==> src/rtl/id_decode_queue.sv <==
// Decode/issue buffer between fetch and dispatch: per-lane decode into
// pc_set_t records, a circular queue, and in-order grouped issue with
// intra-group pairing rules.

package id_decode_queue_pkg;
   // Decoded instruction record carried from decode to dispatch
   typedef struct packed {
      logic        o_valid;
      logic        o_inst_lawful;
      logic [31:0] pc;
      logic [31:0] ir;
      logic [31:0] imm;
      logic [3:0]  br_type;
      logic [1:0]  inst_type;   // [1] load/store, [0] ALU
      logic        rf_we;
      logic [4:0]  rf_rd;
      logic [4:0]  rf_raddr1;
      logic [4:0]  rf_raddr2;
   } pc_set_t;
endpackage

// Per-lane combinational decoder for the LA32 subset used by the pipeline
module id_decode_lane
   import id_decode_queue_pkg::*;
(
   input  logic        data_valid,
   input  logic [31:0] ir,
   input  logic [31:0] pc,
   output pc_set_t     rec
);
   logic [5:0]  op6;
   logic [6:0]  op7;
   logic [9:0]  op10;
   logic [16:0] op17;
   logic [4:0]  rd, rj, rk;
   logic [31:0] si12, ui12, si20, offs16, offs26;
   logic        we_raw;
   logic [4:0]  wr_reg;

   assign op6    = ir[31:26];
   assign op7    = ir[31:25];
   assign op10   = ir[31:22];
   assign op17   = ir[31:15];
   assign rd     = ir[4:0];
   assign rj     = ir[9:5];
   assign rk     = ir[14:10];
   assign si12   = {{20{ir[21]}}, ir[21:10]};
   assign ui12   = {20'd0, ir[21:10]};
   assign si20   = {ir[24:5], 12'd0};
   assign offs16 = {{14{ir[25]}}, ir[25:10], 2'b00};
   assign offs26 = {{4{ir[9]}}, ir[9:0], ir[25:10], 2'b00};

   // Field extraction; unrecognised encodings stay unlawful with no side effects
   always_comb begin
      rec    = '0;
      we_raw = 1'b0;
      wr_reg = rd;
      rec.pc = pc;
      rec.ir = ir;
      if (op17 inside {17'h00020, 17'h00022, 17'h00024, 17'h00025, 17'h00028,
                       17'h00029, 17'h0002A, 17'h0002B, 17'h00038}) begin
         rec.o_inst_lawful = 1'b1;
         we_raw            = 1'b1;
         rec.rf_raddr1     = rj;
         rec.rf_raddr2     = rk;
         rec.inst_type     = 2'b01;
      end else if (op10 inside {10'h008, 10'h009, 10'h00A}) begin
         rec.o_inst_lawful = 1'b1;
         we_raw            = 1'b1;
         rec.rf_raddr1     = rj;
         rec.inst_type     = 2'b01;
         rec.imm           = si12;
      end else if (op10 inside {10'h00D, 10'h00E, 10'h00F}) begin
         rec.o_inst_lawful = 1'b1;
         we_raw            = 1'b1;
         rec.rf_raddr1     = rj;
         rec.inst_type     = 2'b01;
         rec.imm           = ui12;
      end else if (op10 inside {10'h0A0, 10'h0A1, 10'h0A2, 10'h0A8, 10'h0A9}) begin
         rec.o_inst_lawful = 1'b1;
         we_raw            = 1'b1;
         rec.rf_raddr1     = rj;
         rec.inst_type     = 2'b10;
         rec.imm           = si12;
      end else if (op10 inside {10'h0A4, 10'h0A5, 10'h0A6}) begin
         rec.o_inst_lawful = 1'b1;
         rec.rf_raddr1     = rj;
         rec.rf_raddr2     = rd;
         rec.inst_type     = 2'b10;
         rec.imm           = si12;
      end else if (op7 == 7'b0001010) begin
         rec.o_inst_lawful = 1'b1;
         we_raw            = 1'b1;
         rec.inst_type     = 2'b01;
         rec.imm           = si20;
      end else begin
         case (op6)
            6'h13: begin
               rec.o_inst_lawful = 1'b1;
               rec.br_type       = 4'd1;
               we_raw            = 1'b1;
               rec.rf_raddr1     = rj;
               rec.imm           = offs16;
            end
            6'h14: begin
               rec.o_inst_lawful = 1'b1;
               rec.br_type       = 4'd2;
               rec.imm           = offs26;
            end
            6'h15: begin
               rec.o_inst_lawful = 1'b1;
               rec.br_type       = 4'd3;
               we_raw            = 1'b1;
               wr_reg            = 5'd1;
               rec.imm           = offs26;
            end
            6'h16, 6'h17, 6'h18, 6'h19, 6'h1A, 6'h1B: begin
               rec.o_inst_lawful = 1'b1;
               rec.br_type       = 4'(op6 - 6'h12);
               rec.rf_raddr1     = rj;
               rec.rf_raddr2     = rd;
               rec.imm           = offs16;
            end
            default: ;
         endcase
      end
      // Writes to r0 are dropped, so rf_rd is nonzero whenever rf_we is set
      rec.rf_we   = we_raw && (wr_reg != 5'd0);
      rec.rf_rd   = rec.rf_we ? wr_reg : 5'd0;
      rec.o_valid = data_valid && rec.o_inst_lawful;
   end
endmodule

module id_decode_queue
   import id_decode_queue_pkg::*;
#(
   parameter int unsigned FETCH_WIDTH = 2,
   parameter int unsigned ISSUE_WIDTH = 2,
   parameter int unsigned DEPTH       = 8
)(
   input  logic                          clk,
   input  logic                          rst,
   input  logic                          flush,
   input  logic [FETCH_WIDTH-1:0]        fetch_valid,
   input  logic [32*FETCH_WIDTH-1:0]     fetch_ir,
   input  logic [32*FETCH_WIDTH-1:0]     fetch_pc,
   output logic                          fetch_ready,
   output pc_set_t [ISSUE_WIDTH-1:0]     issue_pkt,
   output logic [ISSUE_WIDTH-1:0]        issue_valid,
   input  logic                          issue_ready,
   output logic [$clog2(DEPTH):0]        occupancy
);
   localparam int unsigned PTR_W = $clog2(DEPTH);
   localparam int unsigned OCC_W = PTR_W + 1;

   pc_set_t              dec_rec [FETCH_WIDTH];
   pc_set_t              mem     [DEPTH];
   logic [PTR_W-1:0]     head, tail;
   logic [OCC_W-1:0]     enq_cnt, deq_cnt, issue_cnt, hold_cnt;
   logic                 hold_act, enq_en;
   logic [ISSUE_WIDTH-1:0] lane_ok;

   // True when b may not share an issue group behind the older record a
   function automatic logic pair_blocks(input pc_set_t a, input pc_set_t b);
      return (a.br_type != 4'd0) || !a.o_inst_lawful || !b.o_inst_lawful ||
             (a.inst_type[1] && b.inst_type[1]) ||
             (a.rf_we && ((a.rf_rd == b.rf_raddr1) || (a.rf_rd == b.rf_raddr2))) ||
             (a.rf_we && b.rf_we && (a.rf_rd == b.rf_rd));
   endfunction

   for (genvar g = 0; g < FETCH_WIDTH; g++) begin : g_dec
      id_decode_lane u_dec (
         .data_valid (1'b1),
         .ir         (fetch_ir[32*g +: 32]),
         .pc         (fetch_pc[32*g +: 32]),
         .rec        (dec_rec[g])
      );
   end

   // Room for a whole fetch group, from registered occupancy only
   assign fetch_ready = (OCC_W'(DEPTH) - occupancy) >= OCC_W'(FETCH_WIDTH);
   assign enq_en      = fetch_ready && !flush;

   // Enqueue count from the fetch valid mask
   always_comb begin
      enq_cnt = '0;
      if (enq_en) begin
         for (int unsigned i = 0; i < FETCH_WIDTH; i++) begin
            enq_cnt = enq_cnt + OCC_W'(fetch_valid[i]);
         end
      end
   end

   // Issue group selection from the oldest entries; a stalled group never grows
   always_comb begin
      lane_ok     = '0;
      issue_valid = '0;
      issue_cnt   = '0;
      for (int unsigned k = 0; k < ISSUE_WIDTH; k++) begin
         issue_pkt[k] = mem[head + PTR_W'(k)];
      end
      for (int unsigned k = 0; k < ISSUE_WIDTH; k++) begin
         lane_ok[k] = (occupancy > OCC_W'(k)) && !flush &&
                      (!hold_act || (OCC_W'(k) < hold_cnt));
         for (int unsigned j = 0; j < k; j++) begin
            if (pair_blocks(issue_pkt[j], issue_pkt[k])) lane_ok[k] = 1'b0;
         end
      end
      issue_valid[0] = lane_ok[0];
      for (int unsigned k = 1; k < ISSUE_WIDTH; k++) begin
         issue_valid[k] = issue_valid[k-1] && lane_ok[k];
      end
      for (int unsigned k = 0; k < ISSUE_WIDTH; k++) begin
         issue_cnt = issue_cnt + OCC_W'(issue_valid[k]);
      end
      deq_cnt = issue_ready ? issue_cnt : '0;
   end

   // Queue storage write; contents are not reset
   always_ff @(posedge clk) begin
      for (int unsigned i = 0; i < FETCH_WIDTH; i++) begin
         if (enq_en && fetch_valid[i]) mem[tail + PTR_W'(i)] <= dec_rec[i];
      end
   end

   // Pointers, occupancy and the stalled-group hold state
   always_ff @(posedge clk or posedge rst) begin
      if (rst) begin
         head      <= '0;
         tail      <= '0;
         occupancy <= '0;
         hold_act  <= 1'b0;
         hold_cnt  <= '0;
      end else if (flush) begin
         head      <= '0;
         tail      <= '0;
         occupancy <= '0;
         hold_act  <= 1'b0;
         hold_cnt  <= '0;
      end else begin
         head      <= head + PTR_W'(deq_cnt);
         tail      <= tail + PTR_W'(enq_cnt);
         occupancy <= occupancy + enq_cnt - deq_cnt;
         hold_act  <= (issue_cnt != '0) && !issue_ready;
         hold_cnt  <= issue_cnt;
      end
   end
endmodule

==> config.mk <==
export PLATFORM = sky130hd
export DESIGN_NAME = id_decode_queue
export DESIGN_NICKNAME = d
export VERILOG_FILES = /design/src/rtl/id_decode_queue.sv
export SDC_FILE = /design/constraint.sdc
export NUM_CORES = 2
export LEC_CHECK = 0
export BUFFER_PORTS_ARGS = -buffer_cell sky130_fd_sc_hd__buf_4
export CORE_AREA = 3 3 345 347
export DETAILED_ROUTE_END_ITERATION = 16
export DIE_AREA = 0 0 348 350
export PLACE_DENSITY = 0.67
export SYNTH_ARGS = -nofsm -noshare
export SYNTH_HDL_FRONTEND = slang
export SYNTH_SLANG_ARGS = --single-unit
export TNS_END_PERCENT = 10
==> constraint.sdc <==
create_clock -name clk -period 14.25 [get_ports clk]
set_input_delay 1.425 -clock clk [delete_from_list [all_inputs] [get_ports clk]]
set_output_delay 1.425 -clock clk [all_outputs]
set_load 0.02 [all_outputs]
==> results.toml <==
[status]
status = "finished clean"

[logic_synthesis]
synth_top_family_by_area = "multiplexers"
synthAdderAreaFrac_pct = 0.506
synth_nets = 5206
ys_types = 84
synth_compound_area_share_pct = 4.79
synthSimpleGateAreaFrac_pct = 15.0
synth_edf_count = 952
synth.yosys.seq_area_share_pct = 50.0
yosysWarnings = 0
synthArstFlopShare_pct = 1.35
synth_area_mm2 = 0.0578
syn_avg_cell_area_um2 = 11.5
ys_ff_latch = 965
synth_ff_type = "edfxtp_1"
muxShareOfSynthArea_pct = 25.2
synth_cells = 5051
synth_xor_area_share_pct = 0.428

[clocking]
cts_buffer_depth = 3
tritoncts = "yes"
cts_setup_buffers = 0
clock-sinks = 965
htree_levels = 3
cts_resized = 0
numCtsBuffers = 103
cts_hold_buf = 0
worstSkewPairLatency_ps = 680
root_buffer = "clkbuf_16"
clk_pin_slew_worst_paths_ps = 60

[global_route]
grt_pass1_vias = 43100
grtUsageTotal_pct = 32.8
grt-ovfl-total = 0
antenna_found_initial = 25
grt_pass1_wl_um = 291000
grt_max_degree = 141

[worst_setup_path]
criticalPathCategory = "register to output pin"
critical_path_required_ps = 12820
critPathMaxFanout = 100
worstPathArrival_ps = 6210
start_kind = "register"
cp-end-kind = "output pin"

[die]
coreArea_mm2 = 0.116
die_h_um = 350
io_pins = 381
die_w_um = 348
fp-row-count = 125
dieArea_mm2 = 0.122
start_util_pct = 49.8

[place]
place_congestion = 0.905
hpwl_um = 120000
place_area_mm2 = 0.0612
port_buffers = 380

[drt]
via_per_inst = 6.47
dr_total_vias = 43600
drc_errors = 0
wire_per_inst_um = 29.9
wl_um = 202000
drt_iter0_drc = 5955
final_antenna_net_count = 0
firstDrtPassIters = 6

[power_and_ir_drop]
p_sw_share_pct = 35.2
clkPwrFrac_pct = 25.7
leakage_nw = 24.9
power_frac_seq_pct = 36.1
p_comb_share_pct = 38.2
intPower_w = 0.00659
powerDensity_mw_per_mm2 = 158
switching_power_w = 0.00358
ir_drop_uv = 130

[layout]
area_growth_pct = 11.4
stdcell_area_mm2 = 0.0644
multi_input_area_mm2 = 0.0268
num-nets-final = 5259
num-fill-cells = 9577
drive_above_1_share_pct = 23.9
seq_area_mm2 = 0.0289

[worst_hold_path]
hold_path_class = "register to register"

[sta]
finalSetupTns_ps = 0
max_freq_mhz = 131
fin_hold_ws_ps = 672
worst_pin_slew_ps = 1360
final-setup-viol-count = 0
finalMaxSlewViolations = 0
relSlewSlack_pct = 9.39
min_period_ps = 7630
period_share_pct = 53.5
finalHoldViolations = 0
clock_skew_ps = 23.8
rsz0062_at_grt = "false"

[run]
drv_cap = 0
per-layer routing:
metal | share of wire, % | global-route usage [%] | vias up
li1 | - | - | 18400
met5 | 0.0045 | 0 | -
met4 | 5.2 | 16.2 | 2
met1 | 36 | 43.2 | 21500
met3 | 12 | 7.48 | 600
met2 | 46 | 51.5 | 3121
final cells by class:
type | instances | area share (%)
diodes | 24 | 0.0932
clock buffers | 134 | 4.30
clock inverters | 56 | 0.643
inverters | 39 | 0.227
multi-input cells | 3548 | 41.6
flip-flops and latches | 965 | 44.9
well taps | 1524 | 2.96
repair buffers | 447 | 5.34
cell usage after synthesis (5+ instances only):
library cell / n / area (um2)
a21oi_2: 7 / 61.3
nand3_1: 19 / 95.1
nand2_1: 1907 / 7160
dfrtp_1: 13 / 325
a21o_1: 5 / 37.5
buf_4: 39 / 293
buf_6: 9 / 101
o21ai_0: 215 / 1080
nor2_1: 127 / 477
a21oi_1: 122 / 611
mux2i_1: 251 / 2510
a22o_1: 17 / 149
xor2_1: 8 / 70.1
a221o_1: 6 / 60.1
mux2_2: 121 / 1360
mux4_1: 5 / 131
a22oi_1: 27 / 203
xnor2_1: 14 / 123
mux4_2: 465 / 10500
ha_1: 17 / 213
nor4_1: 6 / 37.5
and4_1: 5 / 43.8
and2_1: 11 / 68.8
clkbuf_1: 233 / 875
nor3_1: 19 / 95.1
nor3b_1: 14 / 105
nor2b_1: 15 / 93.8
inv_1: 37 / 139
nand3b_1: 8 / 60.1
o21a_1: 10 / 75.1
nand2b_1: 8 / 50.1
edfxtp_1: 952 / 28600
buf_2: 139 / 696
o21ai_1: 34 / 170
buf_1: 79 / 297
or3_1: 6 / 37.5
state kept, by name, summed over array words and instances, names as in the netlist:
signal / count
mem: 952
occupancy: 4
head: 3
tail: 3
hold_cnt: 2
hold_act: 1
logic make-up after synthesis:
| kind of cell | after synthesis |
|---|---|
| buffers and inverters | 538 |
| AND/OR/NAND/NOR | 2181 |
| AO/OA/AOI/OAI | 475 |
| flip-flops | 965 |
| adder cells (fa/ha/maj) | 21 |
| XOR/XNOR | 24 |
| multiplexers | 847 |
final timing paths:
check                        start              to  slack, ps  depth (start not counted)
min                        tail[2]         tail[2]        670                          2
min in group asynchronous      rst    occupancy[1]        790                          2
min reg2reg                tail[2]         tail[2]        670                          2
max in group asynchronous      rst         head[2]      13060                          2
max                        head[0]  issue_valid[1]       6620                         11
max reg2reg                head[0]    occupancy[3]       7490                         16
through the flow:
stage	total power, W	util, %	worst slack [ps]	cells
global route	0.0105	55.4	6270	6729
finish	0.0102	55.4	6620	6737
global placement	0.00754	52.7	7440	6523
CTS	0.0102	55.4	6570	6713
detailed placement	0.00759	52.7	7370	6523
floorplan	0.00627	-	2920	5051
placed cells by master (no fill, tap or decap), types with 27 or more instances in the layout:
| cell type | Yosys | layout |
|---|---|---|
| a22oi_1 | 27 | 27 |
| mux4_2 | 465 | 465 |
| inv_1 | 37 | 37 |
| buf_4 | 39 | 440 |
| nor2_1 | 127 | 123 |
| clkbuf_16 | 0 | 106 |
| o21ai_0 | 215 | 209 |
| nand2_1 | 1907 | 1903 |
| o21ai_1 | 34 | 34 |
| mux2i_1 | 251 | 251 |
| a21oi_1 | 122 | 121 |
| clkinv_1 | 0 | 30 |
| mux2_2 | 121 | 121 |
| edfxtp_1 | 952 | 952 |
| clkbuf_1 | 233 | 27 |
power by group through the flow:
stage | Clock, W | Combinational (W) | Sequential (W)
global route | 0.00273 | 0.00411 | 0.00370
global placement | 0 | 0.00384 | 0.00370
detailed placement | 0 | 0.00387 | 0.00372
CTS | 0.00263 | 0.00389 | 0.00366
floorplan | 0 | 0.00253 | 0.00374
finish | 0.00262 | 0.00389 | 0.00367
worst max-delay path, cell delays in order (launching register included):
cell and delay [ps]:
dfrtp_4 1020, ha_4 710, buf_12 670, buf_4 890, mux2i_1 220, mux4_2 580
xnor2_1 180, nand2_1 120, nor4_4 350, a211oi_2 130, o21a_1 250, buf_4 170
No activity file was read; power rests on OpenSTA's default activity.
